`src/rtl/alu_pkg.sv`:
```
// rtl/alu_pkg.sv - shared op codes, flag indices and entry layout for the ALU result stage
package alu_pkg;

    localparam int ALU_W = 8;

    typedef enum logic [2:0] {
        OP_ADD = 3'b000,
        OP_SUB = 3'b001,
        OP_AND = 3'b010,
        OP_OR  = 3'b011,
        OP_XOR = 3'b100,
        OP_SHL = 3'b101,
        OP_SHR = 3'b110,
        OP_NOT = 3'b111
    } alu_op_e;

    localparam int FLAG_N = 3;
    localparam int FLAG_Z = 2;
    localparam int FLAG_C = 1;
    localparam int FLAG_V = 0;

    // Buffered entry; the top packs the same field order into a flat vector
    // so the FIFO stays width-agnostic.
    typedef struct packed {
        logic [ALU_W-1:0] result;
        alu_op_e          op;
        logic [3:0]       flags;
    } alu_entry_t;

    // Only the adder/subtractor produce a meaningful carry and overflow.
    function automatic logic op_is_arith(input logic [2:0] op);
        return (op == OP_ADD) || (op == OP_SUB);
    endfunction

endpackage

```
`src/rtl/alu_fifo2.sv`:
```
// rtl/alu_fifo2.sv - 2-entry FIFO with valid/ready on both sides
//
// Ports:
//   clk, rst_n                  clock, async active-low reset
//   push_valid/push_ready/data  write side; push_ready = (count != 2)
//   pop_valid/pop_ready/data    read side; pop_data is the head entry
//   count                       occupancy 0..2
//
// Slot 0 is always the head. When the FIFO empties, slot 0 is left untouched
// so the output holds its last value.
module alu_fifo2 #(
    parameter int W = 15
) (
    input  logic         clk,
    input  logic         rst_n,
    input  logic         push_valid,
    output logic         push_ready,
    input  logic [W-1:0] push_data,
    output logic         pop_valid,
    input  logic         pop_ready,
    output logic [W-1:0] pop_data,
    output logic [1:0]   count
);

    logic [1:0]   count_q, count_d;
    logic [W-1:0] slot0_q, slot0_d;
    logic [W-1:0] slot1_q, slot1_d;
    logic         push;
    logic         pop;

    assign push_ready = (count_q != 2'd2);
    assign pop_valid  = (count_q != 2'd0);
    assign push       = push_valid && push_ready;
    assign pop        = pop_valid && pop_ready;

    always_comb begin
        count_d = count_q;
        slot0_d = slot0_q;
        slot1_d = slot1_q;
        case ({push, pop})
            2'b10: begin
                if (count_q == 2'd0) begin
                    slot0_d = push_data;
                end else begin
                    slot1_d = push_data;
                end
                count_d = count_q + 2'd1;
            end
            2'b01: begin
                if (count_q == 2'd2) begin
                    slot0_d = slot1_q;
                end
                count_d = count_q - 2'd1;
            end
            2'b11: begin
                // Only reachable at count 1: the new entry replaces the head.
                slot0_d = push_data;
            end
            default: ;
        endcase
    end

    always_ff @(posedge clk or negedge rst_n) begin
        if (!rst_n) begin
            count_q <= 2'd0;
            slot0_q <= '0;
            slot1_q <= '0;
        end else begin
            count_q <= count_d;
            slot0_q <= slot0_d;
            slot1_q <= slot1_d;
        end
    end

    assign pop_data = slot0_q;
    assign count    = count_q;

endmodule

```
`src/rtl/alu_result_stage.sv`:
```
// rtl/alu_result_stage.sv - ALU output stage: flag derivation, 2-entry result buffer, sticky overflow
//
// Ports:
//   clk, rst_n                        clock, async active-low reset
//   in_valid/in_ready                 result capture handshake
//   in_result/in_op/in_cout/in_ovf    selected result, its op code, adder carry/overflow
//   out_valid/out_ready               head entry handshake
//   out_result/out_op/out_flags       head entry; flags = {N,Z,C,V}
//   count                             buffer occupancy 0..2
//   clr_sticky/sticky_v               sticky overflow clear / status
module alu_result_stage
    import alu_pkg::*;
#(
    parameter int N = 8
) (
    input  logic         clk,
    input  logic         rst_n,
    input  logic         in_valid,
    output logic         in_ready,
    input  logic [N-1:0] in_result,
    input  logic [2:0]   in_op,
    input  logic         in_cout,
    input  logic         in_ovf,
    output logic         out_valid,
    input  logic         out_ready,
    output logic [N-1:0] out_result,
    output logic [2:0]   out_op,
    output logic [3:0]   out_flags,
    output logic [1:0]   count,
    input  logic         clr_sticky,
    output logic         sticky_v
);

    localparam int ENTRY_W = N + 3 + 4;

    logic [3:0]         flags;
    logic [ENTRY_W-1:0] push_data;
    logic [ENTRY_W-1:0] head_data;
    logic               push;
    logic               sticky_q, sticky_d;

    always_comb begin
        flags         = '0;
        flags[FLAG_N] = in_result[N-1];
        flags[FLAG_Z] = (in_result == '0);
        flags[FLAG_C] = op_is_arith(in_op) & in_cout;
        flags[FLAG_V] = op_is_arith(in_op) & in_ovf;
    end

    assign push_data = {in_result, in_op, flags};
    assign push      = in_valid && in_ready;

    alu_fifo2 #(
        .W (ENTRY_W)
    ) u_fifo (
        .clk        (clk),
        .rst_n      (rst_n),
        .push_valid (in_valid),
        .push_ready (in_ready),
        .push_data  (push_data),
        .pop_valid  (out_valid),
        .pop_ready  (out_ready),
        .pop_data   (head_data),
        .count      (count)
    );

    assign {out_result, out_op, out_flags} = head_data;

    // Set takes priority over clear so an overflow in the clearing cycle is not lost.
    always_comb begin
        sticky_d = sticky_q;
        if (clr_sticky) begin
            sticky_d = 1'b0;
        end
        if (push && flags[FLAG_V]) begin
            sticky_d = 1'b1;
        end
    end

    always_ff @(posedge clk or negedge rst_n) begin
        if (!rst_n) begin
            sticky_q <= 1'b0;
        end else begin
            sticky_q <= sticky_d;
        end
    end

    assign sticky_v = sticky_q;

endmodule

```
`config.mk`:
```
export PLATFORM = sky130hd
export DESIGN_NAME = alu_result_stage
export DESIGN_NICKNAME = d
export VERILOG_FILES = /design/src/rtl/alu_pkg.sv /design/src/rtl/alu_fifo2.sv /design/src/rtl/alu_result_stage.sv
export SDC_FILE = /design/constraint.sdc
export NUM_CORES = 1
export LEC_CHECK = 0
export ABC_CLOCK_PERIOD_IN_PS = 4800
export CAP_MARGIN = 20
export CORE_AREA = 2 2 69 52
export DETAILED_ROUTE_END_ITERATION = 7
export DIE_AREA = 0 0 71 54
export HOLD_SLACK_MARGIN = 0.06
export PLACE_DENSITY = 0.82
export SYNTH_ARGS = -nofsm -noshare
export SYNTH_HDL_FRONTEND = slang
export SYNTH_HIERARCHICAL = 1
export SYNTH_SLANG_ARGS = --single-unit
```
`constraint.sdc`:
```
create_clock -name clk -period 4.8 [get_ports clk]
set_clock_uncertainty 0.1 [all_clocks]
set_input_delay 1.44 -clock clk [delete_from_list [all_inputs] [get_ports clk]]
set_output_delay 1.44 -clock clk [all_outputs]
set_load 0.02 [all_outputs]
```
==> impl_metrics.py, run 1 <==
metrics = {
    "outcome": {
        "outcome": "complete, no violations",
    },
    "synthesis": {
        "syn_area_per_cell_um2": 15.0,
        "synth_top_area_frac": 0.513,
        "synth_area_leaders": "dfrtp_1 51%, mux2_2 20%, mux2_4 9.3%",
        "syn_nets": 128,
        "netlist_instances": 107,
        "synth_edf_count": 0,
        "ys_types": 22,
        "yosys_register_bits": 33,
        "synth_area_mm2": 0.00161,
        "synth_flop_cell": "dfrtp_1",
        "synth.largest_area_cell": "dfrtp_1",
        "yosys_warnings": 6,
        "synth_async_sr_flop_share": 1.00,
        "seq_area_frac_synth": 0.513,
    },
    "hold_path": {
        "whs_path_depth": 1,
        "hold_class": "reg2reg",
        "hp-start": "u_fifo/slot1_q[12]$_DFFE_PN0P_",
    },
    "timing": {
        "setup_tns_ps": 0,
        "holdWs_ps": 387,
        "min_period_ps": 3740,
        "fmax_ghz": 0.268,
        "setup_viol": 0,
        "drv_slew": 0,
        "rsz0062_at_grt": "no",
        "worstMarginPinSlew_ps": 642,
        "hold_viol": 0,
        "slew_headroom": 0.571,
        "min_period_over_period": 0.778,
    },
    "power": {
        "combPwrFrac": 0.503,
        "power_density_mw_per_mm2": 669,
        "ir_drop_uv": 384,
        "p_seq_frac": 0.349,
        "power_leakage_uw": 0.000919,
        "clkPwrFrac": 0.148,
        "p_sw_frac": 0.337,
        "power_switching_uw": 470,
        "internal_power_uw": 924,
    },
    "critical_path": {
        "reg2reg_depth": 6,
        "criticalPathCategory": "in2reg",
        "path_depth": 7,
        "path_max_fanout": 15,
        "arrival_ps": 3800,
        "critPathLaunchType": "input port",
        "r2r-start": "u_fifo/count[0]$_DFFE_PN0P_",
        "crit_family": "multiplexers",
        "end_kind": "flip-flop",
        "crit_buf_inv": 2,
        "cp_slowest_stage_delay_ps": 580,
        "cp_data_required_time_ps": 4870,
        "crit_path_top_delay_cell": "a21oi_4",
        "worstSetupStartpoint": "out_ready",
        "cp_cell_sequence": "clkdlybuf4s50_1 -> nand2_1 -> inv_1 -> ha_1 -> mux2i_1 -> a21oi_4 -> mux2_2",
    },
    "placed_design": {
        "placed_area_mm2": 0.00200,
        "dp.cells": 182,
        "gp_congestion": 0.741,
        "post-dp-hpwl_mm": 2.03,
        "io_buffers": 37,
    },
    "global_routing": {
        "grt_usage": 0.174,
        "grt_overflow": 0,
        "grt_pass1_wl_mm": 4.88,
        "grt_antenna_before_repair": 0,
        "grt_pass1_vias": 1019,
        "grt_start_max_net_pins": 34,
    },
    "clock_network": {
        "path_clk_slew_ps": 60,
        "htree_levels": 2,
        "cts-resized-gates": 0,
        "hold_buffers": 0,
        "cts_setup_buffers": 0,
        "numCtsBuffers": 5,
        "clock_path_buffers": 2,
        "clkSinkCount": 33,
        "ctsRootBufferMaster": "clkbuf_8",
        "tritoncts": "built",
        "worstSkewPairLatency_ps": 280,
    },
    "die": {
        "dieHeight_um": 54,
        "io_pins": 38,
        "die_width_um": 71,
        "rows": 18,
        "coreArea_mm2": 0.00327,
        "dieArea_mm2": 0.00383,
        "start_util": 0.493,
    },
    "drt": {
        "wire_per_inst_um": 15.4,
        "vias": 1005,
        "firstDrtPassIters": 4,
        "drc": 0,
        "drt_iter0_drc": 23,
        "wirelength_mm": 2.91,
        "via_per_inst": 5.32,
        "ant_nets": 0,
    },
    "finish": {
        "mostFrequentLayoutCells": "37 x clkdlybuf4s50_1, 33 x dfrtp_1, 29 x mux2_2, 10 x mux2_4",
        "drive_gt1_frac": 0.342,
        "final_common_cell": "clkdlybuf4s50_1",
        "fillCellCount": 239,
        "utilization": 0.638,
        "design_area_mm2": 0.00208,
        "syn_to_final_growth_pct": 29.4,
        "fin_nets": 170,
        "antenna_cells": 0,
        "final_cells": 189,
    },
    "job": {
        "cap_violations": 0,
    },
}
==> metrics by stage <==
| step | total power [uW] | setup WS, ps |
|---|---|---|
| floorplan | 985 | 1910 |
| global placement | 1180 | 822 |
| detailed placement | 1200 | 758 |
| CTS | 1410 | 1040 |
| global route | 1480 | 894 |
| finish | 1390 | 1060 |
==> power by group through the flow <==
stage / registers (uW) / clock network [uW] / logic, uW
4_1_cts: 488 / 214 / 712
2_1_floorplan: 562 / 0 / 423
3_5_place_dp: 491 / 0 / 708
5_1_grt: 505 / 227 / 749
6_report: 487 / 206 / 701
3_3_place_gp: 487 / 0 / 694
==> worst paths after layout <==
path / to / slack, ps
max in group asynchronous: u_fifo/pop_data[1]$_DFFE_PN0P_ / 2850
worst max-delay path: u_fifo/pop_data[10]$_DFFE_PN0P_ / 1060
min in group asynchronous: u_fifo/count[0]$_DFFE_PN0P_ / 1450
worst min register to register: u_fifo/slot1_q[12]$_DFFE_PN0P_ / 390
worst min-delay path: u_fifo/slot1_q[12]$_DFFE_PN0P_ / 390
worst max register to register: u_fifo/pop_data[10]$_DFFE_PN0P_ / 1970
==> logic make-up (layout without fill, tap and decap cells) <==
logic type / after synthesis / in the layout / share of synthesized area
DFF: 33 / 33 / 0.513
adders and majority gates: 3 / 3 / 0.0233
AOI/OAI and AO/OA: 2 / 2 / 0.0163
buffers and inverters: 7 / 49 / 0.0365
and+or+nand+nor: 13 / 13 / 0.0505
muxes: 46 / 46 / 0.344
xor gates and xnor gates: 3 / 3 / 0.0163
==> cell type report <==
class	count	area, um2	area share
Tap cell	40	50.0	0.0240
Sequential cell	33	826	0.396
Timing Repair Buffer	39	385	0.185
Multi-Input combinational cell	67	726	0.348
Inverter	3	11.3	0.00540
Clock buffer	7	86.3	0.0414
==> layer usage <==
metal	share of wire	vias to the layer above	track usage	wire length, um
met5	0	-	0	0
met4	0.013	0	0.0755	38
met3	0.056	5	0.0693	162
met2	0.46	27	0.274	1340
met1	0.47	509	0.216	1370
li1	-	464	-	-
==> cells in the mapped netlist, types with 2 or more instances <==
library cell  number
xor2_1             2
ha_1               3
inv_1              3
or4_1              2
mux2_1             6
nor3b_1            2
mux2_4            10
nand2_1            3
mux2_2            29
nor2_1             2
buf_6              2
dfrtp_1           33
==> sequential cells by signal, summed over array words and instances (netlist names) <==
register,count
sticky_v,1
u_fifo/count,2
u_fifo/pop_data,15
u_fifo/slot1_q,15
No activity file was read; power rests on OpenSTA's default activity.
==> inputs of run 2 (changes only) <==
--- a/config.mk
+++ b/config.mk
@@ -5,13 +5,13 @@
 export SDC_FILE = /design/constraint.sdc
 export NUM_CORES = 1
 export LEC_CHECK = 0
-export ABC_CLOCK_PERIOD_IN_PS = 4800
+export ABC_CLOCK_PERIOD_IN_PS = 3300
 export CAP_MARGIN = 20
-export CORE_AREA = 2 2 69 52
+export CORE_AREA = 2 2 76 56
 export DETAILED_ROUTE_END_ITERATION = 7
-export DIE_AREA = 0 0 71 54
+export DIE_AREA = 0 0 78 58
 export HOLD_SLACK_MARGIN = 0.06
-export PLACE_DENSITY = 0.82
+export PLACE_DENSITY = 0.73
 export SYNTH_ARGS = -nofsm -noshare
 export SYNTH_HDL_FRONTEND = slang
 export SYNTH_HIERARCHICAL = 1
==> constraint.sdc (replaced) <==
create_clock -name clk -period 3.3 [get_ports clk]
set_clock_uncertainty 0.1 [all_clocks]
set_input_delay 0.99 -clock clk [delete_from_list [all_inputs] [get_ports clk]]
set_output_delay 0.99 -clock clk [all_outputs]
set_load 0.02 [all_outputs]
==> run 2 against run 1 <==
Combinational power is 51% higher. Hold slack better by 2.8 ps. First-iteration DRC count is 70% higher. Wire length is 1.8% higher. Global-route usage is 3.1 points lower. Non-clock buffer count is 3 higher.
==> impl_metrics.py, run 2 (synthesis results as in run 1) <==
metrics = {
    "outcome": {
        "outcome": "complete, no violations",
    },
    "power": {
        "p_sw_frac": 0.333,
        "internal_power_uw": 1430,
        "clkPwrFrac": 0.176,
        "p_seq_frac": 0.331,
        "power_leakage_uw": 0.000944,
        "power_density_mw_per_mm2": 996,
        "power_switching_uw": 714,
        "ir_drop_uv": 461,
        "combPwrFrac": 0.493,
    },
    "clock_network": {
        "numCtsBuffers": 5,
        "cts-resized-gates": 0,
        "cts_setup_buffers": 0,
        "tritoncts": "built",
        "clock_path_buffers": 2,
        "ctsRootBufferMaster": "clkbuf_8",
        "worstSkewPairLatency_ps": 280,
        "path_clk_slew_ps": 80,
        "clkSinkCount": 33,
        "htree_levels": 2,
        "hold_buffers": 0,
    },
    "placed_design": {
        "gp_congestion": 0.830,
        "io_buffers": 37,
        "placed_area_mm2": 0.00204,
        "place_ws_ps": 210,
        "post-dp-hpwl_mm": 2.16,
    },
    "timing": {
        "fmax_ghz": 0.362,
        "drv_slew": 0,
        "min_period_over_period": 0.838,
        "setup_slack_ps": 534,
        "rsz0062_at_grt": "no",
        "min_period_ps": 2770,
        "setup_tns_ps": 0,
        "hold_viol": 0,
        "setup_viol": 0,
        "slew_headroom": 0.729,
        "worstMarginPinSlew_ps": 406,
        "holdWs_ps": 390,
    },
    "job": {
        "cap_violations": 0,
    },
    "finish": {
        "design_area_mm2": 0.00215,
        "antenna_cells": 0,
        "final_common_cell": "clkdlybuf4s50_1",
        "mostFrequentLayoutCells": "37 x clkdlybuf4s50_1, 33 x dfrtp_1, 29 x mux2_2, 10 x mux2_4, 6 x mux2_1",
        "fin_nets": 173,
        "drive_gt1_frac": 0.366,
        "syn_to_final_growth_pct": 33.6,
    },
    "critical_path": {
        "arrival_ps": 2830,
        "cp_data_required_time_ps": 3370,
        "criticalPathCategory": "in2reg",
        "cp_slowest_stage_delay_ps": 460,
        "critPathLaunchType": "input port",
        "path_max_fanout": 10,
        "cp_cell_sequence": "clkdlybuf4s50_1 -> nand2_1 -> inv_1 -> ha_1 -> mux2i_1 -> a21oi_4 -> buf_4 -> mux2_2",
        "crit_path_top_delay_cell": "clkdlybuf4s50_1",
        "end_kind": "flip-flop",
        "rrSetupSlack_ps": 970,
    },
    "global_routing": {
        "grt_antenna_before_repair": 0,
        "met2_usage": 0.208,
        "grt_overflow": 0,
        "busiest_layer": "met1",
        "grt_start_max_net_pins": 34,
        "use_met1": 0.209,
        "grt_pass1_vias": 1029,
        "grt_usage": 0.143,
        "globalRouteMet3Util": 0.0436,
        "grt_pass1_wl_mm": 4.95,
    },
    "drt": {
        "wire_per_inst_um": 14.4,
        "drc": 0,
        "ant_nets": 0,
        "vias": 982,
        "via_per_inst": 4.79,
        "drt_iter0_drc": 39,
        "wirelength_mm": 2.96,
        "firstDrtPassIters": 3,
    },
    "die": {
        "dieArea_mm2": 0.00452,
        "die_width_um": 78,
        "coreArea_mm2": 0.00380,
        "rows": 19,
        "dieHeight_um": 58,
        "io_pins": 38,
        "start_util": 0.423,
    },
    "hold_path": {
        "hold_class": "reg2reg",
    },
}
-- run 2: cell count changes in the layout (fill, tap and decap cells not counted), sizes merged --
cell      delta
buf          +3
bufinv       +1
clkbuf       -2
clkinv       +1
clkinvlp     +1
-- run 2: power by group through the flow --
| stage | clock, uW | combinational [uW] | sequential, uW |
|---|---|---|---|
| after floorplan | 0 | 615 | 818 |
| after global placement | 0 | 1040 | 708 |
| after detailed placement | 0 | 1070 | 717 |
| after CTS | 383 | 1070 | 712 |
| after global routing | 404 | 1130 | 736 |
| final | 377 | 1060 | 709 |
-- run 2: per-layer routing --
metal,vias up,wire (um)
met1,488,1540
li1,467,-
met2,25,1280
met3,2,131
met5,-,0
met4,0,9
-- run 2: cell type report --
| class | count | area [um2] |
|---|---|---|
| Fill cell | 309 | 1650 |
| Sequential cell | 33 | 826 |
| Multi-Input combinational cell | 67 | 726 |
| Timing Repair Buffer | 42 | 408 |
| Clock buffer | 5 | 68.8 |
| Tap cell | 52 | 65.1 |
| Clock inverter | 3 | 46.3 |
| Inverter | 3 | 11.3 |
-- run 2: worst paths after layout --
| path | from | end | depth (start not counted) |
|---|---|---|---|
| hold / removal | u_fifo/slot1_q[11]$_DFFE_PN0P_ | u_fifo/slot1_q[11]$_DFFE_PN0P_ | 1 |
| max in group asynchronous | rst_n | u_fifo/pop_data[8]$_DFFE_PN0P_ | 2 |
| min in group asynchronous | rst_n | u_fifo/slot1_q[14]$_DFFE_PN0P_ | 2 |
| setup reg to reg | u_fifo/count[0]$_DFFE_PN0P_ | u_fifo/pop_data[10]$_DFFE_PN0P_ | 7 |
| setup / recovery | out_ready | u_fifo/pop_data[10]$_DFFE_PN0P_ | 8 |
| hold reg to reg | u_fifo/slot1_q[11]$_DFFE_PN0P_ | u_fifo/slot1_q[11]$_DFFE_PN0P_ | 1 |
-- run 2: worst max-delay path, delay by kind of cell --
kind	cells	cell delay, ps
AO/OA/AOI/OAI	1	150
adder cells (fa/ha/maj)	1	300
buffers and inverters	3	760
multiplexers	2	530
AND/OR/NAND/NOR	1	100
-- run 2: per-stage QoR --
step / std cells / power [uW] / utilization
2_1_floorplan: 107 / 1430 / -
3_3_place_gp: 197 / 1750 / 0.535
3_5_place_dp: 197 / 1780 / 0.535
4_1_cts: 205 / 2170 / 0.565
5_1_grt: 205 / 2270 / 0.565
6_report: 205 / 2140 / 0.565
==> inputs of run 3 (changes only) <==
--- a/config.mk
+++ b/config.mk
@@ -5,13 +5,13 @@
 export SDC_FILE = /design/constraint.sdc
 export NUM_CORES = 1
 export LEC_CHECK = 0
-export ABC_CLOCK_PERIOD_IN_PS = 3300
+export ABC_CLOCK_PERIOD_IN_PS = 2600
 export CAP_MARGIN = 20
-export CORE_AREA = 2 2 76 56
+export CORE_AREA = 2 2 72 53
 export DETAILED_ROUTE_END_ITERATION = 7
-export DIE_AREA = 0 0 78 58
+export DIE_AREA = 0 0 74 55
 export HOLD_SLACK_MARGIN = 0.06
-export PLACE_DENSITY = 0.73
+export PLACE_DENSITY = 0.77
 export SYNTH_ARGS = -nofsm -noshare
 export SYNTH_HDL_FRONTEND = slang
 export SYNTH_HIERARCHICAL = 1
==> constraint.sdc (replaced) <==
create_clock -name clk -period 2.6 [get_ports clk]
set_clock_uncertainty 0.1 [all_clocks]
set_input_delay 0.78 -clock clk [delete_from_list [all_inputs] [get_ports clk]]
set_output_delay 0.78 -clock clk [all_outputs]
set_load 0.02 [all_outputs]
==> run 3 against run 2 <==
Combinational power rose by 28%. Sequential share of layout area up 0.36 points. Total power increased by 23%. First-iteration DRC count is 46% higher. Via count shrank 1.8%. Hold slack gained 4.8 ps. Largest power group unchanged. Highest routed layer unchanged. Global-route usage up 3.4 points. Largest cell class unchanged. Critical path type is now reg2out.
==> impl_metrics.py, run 3 (synthesis results as in run 1) <==
metrics = {
    "outcome": {
        "outcome": "complete, no violations",
    },
    "hold_path": {
        "hold_class": "reg2reg",
        "hp-start": "sticky_v$_DFFE_PN0P_",
    },
    "power": {
        "power_leakage_uw": 0.000944,
        "clkPwrFrac": 0.139,
        "internal_power_uw": 1730,
        "power_switching_uw": 900,
        "combPwrFrac": 0.518,
        "power_density_mw_per_mm2": 1230,
        "p_seq_frac": 0.343,
        "p_sw_frac": 0.342,
        "ir_drop_uv": 645,
    },
    "drt": {
        "wire_per_inst_um": 14.7,
        "firstDrtPassIters": 2,
        "drc": 0,
        "via_per_inst": 4.70,
        "ant_nets": 0,
        "wirelength_mm": 3.02,
        "vias": 964,
        "drt_iter0_drc": 57,
    },
    "die": {
        "io_pins": 38,
        "dieArea_mm2": 0.00407,
        "dieHeight_um": 55,
        "rows": 18,
        "start_util": 0.474,
        "die_width_um": 74,
        "coreArea_mm2": 0.00340,
    },
    "critical_path": {
        "worstSetupStartpoint": "u_fifo/count[0]$_DFFE_PN0P_",
        "r2r-start": "u_fifo/count[0]$_DFFE_PN0P_",
        "end_kind": "output port",
        "critPathLaunchType": "flip-flop",
        "criticalPathCategory": "reg2out",
        "arrival_ps": 1570,
        "path_max_fanout": 6,
        "cp_data_required_time_ps": 1720,
    },
    "global_routing": {
        "grt_usage": 0.177,
        "grt_antenna_before_repair": 0,
        "grt_start_max_net_pins": 34,
        "grt_overflow": 0,
        "grt_pass1_vias": 1021,
        "grt_pass1_wl_mm": 4.97,
    },
    "timing": {
        "setup_tns_ps": 0,
        "setup_slack_ps": 148,
        "holdWs_ps": 395,
        "min_period_ps": 2450,
        "worstMarginPinSlew_ps": 420,
        "slew_headroom": 0.720,
        "setup_viol": 0,
        "fmax_ghz": 0.408,
        "min_period_over_period": 0.943,
        "rsz0062_at_grt": "no",
        "hold_viol": 0,
        "drv_slew": 0,
    },
    "clock_network": {
        "cts-resized-gates": 0,
        "tritoncts": "built",
        "htree_levels": 2,
        "numCtsBuffers": 5,
        "clkSinkCount": 33,
        "worstSkewPairLatency_ps": 290,
        "hold_buffers": 0,
        "clock_path_buffers": 2,
        "path_clk_slew_ps": 70,
        "cts_setup_buffers": 0,
        "ctsRootBufferMaster": "clkbuf_8",
    },
    "finish": {
        "syn_to_final_growth_pct": 32.3,
        "drive_gt1_frac": 0.368,
        "final_common_cell": "clkdlybuf4s50_1",
        "fin_nets": 175,
        "mostFrequentLayoutCells": "37 x clkdlybuf4s50_1, 33 x dfrtp_1, 29 x mux2_2, 10 x mux2_4, 7 x buf_4",
        "antenna_cells": 0,
        "fillCellCount": 260,
        "multiInputGateArea_um2": 726,
        "final-seq-area_um2": 826,
        "final_cells": 205,
    },
    "placed_design": {
        "place_ws_ps": -80.5,
        "post-dp-hpwl_mm": 2.21,
        "gp_congestion": 0.829,
        "io_buffers": 37,
        "dp.cells": 197,
    },
    "job": {
        "cap_violations": 0,
    },
}
[run 3: cell count changes in the layout (fill, tap and decap cells not counted)]
cell / delta
clkinvlp_4: -1
clkbuf_1: +1
bufinv_16: -1
clkinv_4: -1
buf_4: +2
clkinv_2: +2
[run 3: metal layers]
metal	global-route usage	vias to the layer above	share of wire
met5	0	-	0
met4	0.0818	0	0.014
met3	0.0815	5	0.073
met2	0.251	29	0.42
met1	0.230	461	0.49
li1	-	469	-
[run 3: cell type report]
cell class	instances	share of cell area
Timing Repair Buffer	44	0.198
Multi-Input combinational cell	67	0.341
Clock inverter	2	0.00470
Tap cell	50	0.0294
Clock buffer	6	0.0341
Sequential cell	33	0.388
Inverter	3	0.00528
[run 3: path summary, 6_finish.rpt]
kind | end | slack [ps] | cells past startpoint
max in group asynchronous | u_fifo/pop_data[10]$_DFFE_PN0P_ | 1300 | 2
worst min register to register | sticky_v$_DFFE_PN0P_ | 390 | 1
worst min-delay path | sticky_v$_DFFE_PN0P_ | 390 | 1
min in group asynchronous | u_fifo/pop_data[3]$_DFFE_PN0P_ | 790 | 2
worst max register to register | u_fifo/pop_data[1]$_DFFE_PN0P_ | 390 | 8
worst max-delay path | in_ready | 150 | 2
[run 3: critical path: stages (launching register included)]
cell and delay (ps):
dfrtp_1 450, or2b_1 280, clkdlybuf4s50_1 550
[run 3: stage by stage]
step	utilization	area (um2)	power, uW
after floorplan	-	1610	1820
after global placement	0.602	2050	2240
after detailed placement	0.602	2050	2290
after CTS	0.627	2130	2670
after global routing	0.627	2130	2810
final	0.627	2130	2630
[run 3: power groups by stage]
| stage | sequential (uW) | combinational [uW] | clock, uW |
|---|---|---|---|
| floorplan | 1040 | 780 | 0 |
| global placement | 897 | 1350 | 0 |
| detailed placement | 914 | 1370 | 0 |
| CTS | 906 | 1380 | 383 |
| global route | 939 | 1470 | 409 |
| finish | 902 | 1360 | 366 |
==> variant 1, RTL diff (config.mk and constraints of run 2) <==
Reset style: synchronous (`rst_n`), changed in 2 clocked blocks. Comments in the files are not updated.
--- a/src/rtl/alu_fifo2.sv
+++ b/src/rtl/alu_fifo2.sv
@@ -62,3 +62,3 @@
 
-    always_ff @(posedge clk or negedge rst_n) begin
+    always_ff @(posedge clk) begin
         if (!rst_n) begin
--- a/src/rtl/alu_result_stage.sv
+++ b/src/rtl/alu_result_stage.sv
@@ -79,3 +79,3 @@
 
-    always_ff @(posedge clk or negedge rst_n) begin
+    always_ff @(posedge clk) begin
         if (!rst_n) begin
Function: differs if rst_n is asserted again (counterexample within 4 cycles, from zero or initial values and one cycle with rst_n low); with rst_n held inactive, the same outputs for 10 cycles.
==> variant 1 against run 2 <==
- die area unchanged
- register-to-register slack improved by 0.20 ns
- total power is 28% lower
- hold slack got worse by 0.037 ns
- sequential share of layout area decreased by 6.1 points
- area after synthesis down 4.2%
- design area down 4.8%
- count of clock-buffer cells in the layout did not move
- worst setup slack improved by 0.033 ns
- routed wire length grew 12%
- via count increased by 27%
- sequential cell count is the same
- first-iteration DRC count is 140% higher
- critical path type unchanged
- largest cell class is now multi-input combinational cells
==> variant 1: results (changes against run 2) <==
placed cell count=259 (+31%); Tot GR Track Use=15.6% (+1.3 points); CP max FO=15 (+5); ys async rst share=0% (-100 points); seq pwr=544 uW (-23%); Seq pwr share=35.2% (+2.1 points); post-route insts no fill=267 (+30%); Post-synth top cells=nand2_1, dfxtp_1, a21oi_1; Clk power=296 uW (-21%); layout cell share with drive strength beyond 1=13.0% (-24 points); P_sw=568 uW (-20%); GP Congestion=0.760 (-8.4%); Nets=234 (+35%); Leakage=0.000813 uW (-14%); first-pass GRT wire length=5350 um (+8.2%); Setup WS pre-CTS=0.274 ns (+0.0638 ns); pin count of the biggest net entering global routing=19 (-44%); Synth cell types=27 (+23%); post-synthesis sequential area ratio=42.8% (-8.5 points); placed cell area=1960 um^2 (-3.6%); number of global-route vias before repair=1115 (+8.4%); Max IR drop VDD=0.491 mV (+6.6%); synth top area cells=dfxtp_1, nand2_1, mux2_2; max_slew headroom=61.7% (-11 points); Post-Route WL=3320 um (+12%); vias=1250 (+27%); FILL cells=374 (+21%); Crit path arrival time=2.85 ns (+0.02 ns); status=finished clean; Yosys top cell by area=dfxtp_1; Mapped Cells=176 (+64%); DP HPWL=2260 um (+4.6%); CTS buffer count=5 (unchanged); Hold Path Class=flip-flop to flip-flop; synthesized net count=196 (+53%)
## variant 1: kinds of logic (layout without fill, tap and decap cells)
kind of cell	Yosys count	count (layout)	synth area share (%)
flops	33	33	42.8
fa+ha+maj	2	2	1.62
compound gates	21	21	8.27
xor+xnor	2	2	1.14
simple gates	74	74	20.7
buf+inv	14	53	4.78
mux	30	30	20.7
## variant 1: path summary, 6_finish.rpt
kind / startpoint / end / slack, ns / cells after the start
worst min register to register: u_fifo/slot1_q[3] / u_fifo/slot1_q[3] / 0.35 / 2
worst min-delay path: u_fifo/slot1_q[3] / u_fifo/slot1_q[3] / 0.35 / 2
worst max register to register: u_fifo/count[0] / u_fifo/pop_data[0] / 1.17 / 8
worst max-delay path: in_valid / u_fifo/pop_data[0] / 0.57 / 7
## variant 1: per-layer routing
| layer | routed length [um] | up-vias | global-route usage, % |
|---|---|---|---|
| met1 | 1670 | 547 | 20.9 |
| met3 | 186 | 8 | 4.98 |
| met4 | 52 | 0 | 6.77 |
| li1 | - | 662 | - |
| met2 | 1420 | 33 | 23.3 |
| met5 | 0 | - | 0 |
## variant 1: worst max-delay path, cell delays in order
cell and delay (ns):
clkdlybuf4s50_1 0.57, and2_1 0.19, ha_1 0.20, and3b_1 0.22, a211oi_4 0.25, buf_12 0.21, mux2i_1 0.21
## variant 1: final cells by class
class	instances	area [um^2]	share of cell area, %
inverters	4	15.0	0.733
multi-input cells	129	808	39.5
clock buffers	5	68.8	3.36
clock inverters	3	17.5	0.855
flip-flops and latches	33	661	32.3
well taps	52	65.1	3.18
repair buffers	41	413	20.2
==> variant 2, RTL diff (config.mk and constraints of run 2) <==
Made on the original files. Set the parameter `N` to 7 (it was 8).
--- a/src/rtl/alu_result_stage.sv
+++ b/src/rtl/alu_result_stage.sv
@@ -13,3 +13,3 @@
 #(
-    parameter int N = 8
+    parameter int N = 7
 ) (
Ports: changed (resized in_result and out_result); port bits go from 38 to 36. No check against the original RTL was run, so the function may have changed too.
==> variant 2 against run 2 <==
- routed wire length shrank 0.71%
- total power shrank 6.6%
- clock power shrank 14%
- sequential cell count shrank 2
- final cell count shrank 4.9%
- design area shrank 5.6%
- worst setup slack gained 0.042 ns
- area after synthesis shrank 5.4%
- non-clock buffer count shrank 4
- critical path type unchanged
- largest cell class unchanged
==> variant 2: results (changes against run 2) <==
status=finished clean; Post-synth top cells=dfrtp_1, mux2_2, mux2_1, mux2_4; DR pass1 iterations=4 (+1); Hold Path Class=flip-flop to flip-flop; Leakage=0.000892 uW (-5.4%); vias=948 (-3.5%); Hold EP=sticky_v; hold_ws=0.391 ns (+0.00123 ns); cts repair resizes=0 (unchanged); Critical path origin=out_ready; number of global-route vias before repair=1027 (-0.19%); Crit path arrival time=2.78 ns (-0.05 ns); Power Internal=1330 uW (-7.1%); placed cell area=1930 um^2 (-5.2%); HP Start=sticky_v; CTS Buffer Depth=2 (unchanged); first-pass GRT wire length=5000 um (+0.97%); reg2reg end=u_fifo/pop_data[3]; layout cell share with drive strength beyond 1=32.9% (-3.7 points); r2r worst-path depth=6 (-1); Clock transition at path regs=0.06 ns (-0.02 ns); Setup WS pre-CTS=0.278 ns (+0.0678 ns); CTS buffer count=5 (unchanged); Max IR drop VDD=0.487 mV (+5.8%); post-route insts no fill=195 (-4.9%); GP Congestion=0.789 (-4.9%); Tot GR Track Use=14.6% (+0.39 points); synthesized net count=121 (-5.5%); Post-Route WL=2940 um (-0.71%); placed cell count=187 (-5.1%); PortBufs=35 (-5.4%); DP HPWL=2120 um (-1.6%); Nets=162 (-6.4%); post-synthesis sequential area ratio=50.9% (-0.34 points); pin count of the biggest net entering global routing=32 (-5.9%); measured slew at the worst slew-check pin=0.429 ns (+0.0236 ns); CP max FO=11 (+1); CP max stage delay=0.45 ns; slowest CP cell=clkdlybuf4s50_1; Worst R2R Start=u_fifo/count[0]; Synth cell types=23 (+4.5%); minimum clock period=2.72 ns (-0.0420 ns); Skew-Pair Late Insertion Delay=0.27 ns; Mapped Cells=101 (-5.6%); synth top area cells=dfrtp_1, mux2_2, mux2_4
-- variant 2: cell count changes in the layout (fill, tap and decap cells not counted), moves of 2 or more --
cell	before	now
mux2_1	6	10
mux2_2	29	22
clkdlybuf4s50_1	37	35
buf_4	5	2
clkbuf_8	5	7
dfrtp_1	33	31
-- variant 2: cells by family (layout without fill, tap and decap cells) --
group / Yosys count / count (layout) / share of synthesized area [%]
AO/OA/AOI/OAI: 2 / 2 / 1.73
XOR/XNOR: 3 / 3 / 1.73
adder cells (fa/ha/maj): 3 / 3 / 2.47
buffers and inverters: 7 / 49 / 3.53
flip-flops: 31 / 31 / 50.9
multiplexers: 43 / 43 / 34.2
AND/OR/NAND/NOR: 12 / 12 / 5.42
-- variant 2: critical path: cells and delay by family --
| family | cells | cell delay (ns) |
|---|---|---|
| fa+ha+maj | 1 | 0.31 |
| mux | 2 | 0.62 |
| simple gates | 1 | 0.08 |
| buf+inv | 3 | 0.78 |
-- variant 2: per-stage QoR --
stage	total power (uW)	utilization, %
6_report	2000	53.4
5_1_grt	2120	53.4
4_1_cts	2020	53.4
3_5_place_dp	1690	50.8
3_3_place_gp	1650	50.8
2_1_floorplan	1340	-
-- variant 2: worst max path at each step --
stage / end / cells after the start
6_report: u_fifo/pop_data[3] / 7
5_1_grt: u_fifo/pop_data[2] / 7
4_1_cts: u_fifo/pop_data[3] / 7
3_5_place_dp: u_fifo/pop_data[2] / 7
3_3_place_gp: u_fifo/pop_data[2] / 7
2_1_floorplan: u_fifo/pop_data[0] / 8
-- variant 2: power by group through the flow --
stage,combinational [uW],sequential (uW),clock [uW]
2_1_floorplan,571,769,0
4_1_cts,1020,676,332
3_5_place_dp,1010,680,0
3_3_place_gp,990,663,0
5_1_grt,1070,698,351
6_report,1000,673,324
-- variant 2: area by class of cell --
| cell class | count | area [um^2] |
|---|---|---|
| clock buffers | 8 | 100 |
| multi-input cells | 63 | 693 |
| flip-flops and latches | 31 | 776 |
| repair buffers | 38 | 385 |
| inverters | 3 | 11.3 |
| well taps | 52 | 65.1 |
| fillers | 338 | 1770 |
-- variant 2: layer usage --
layer | vias up | track usage [%] | routed length [um]
met2 | 35 | 22.2 | 1320
met5 | - | 0 | 0
li1 | 441 | - | -
met1 | 466 | 19.2 | 1380
met3 | 6 | 5.45 | 196
met4 | 0 | 6.02 | 41
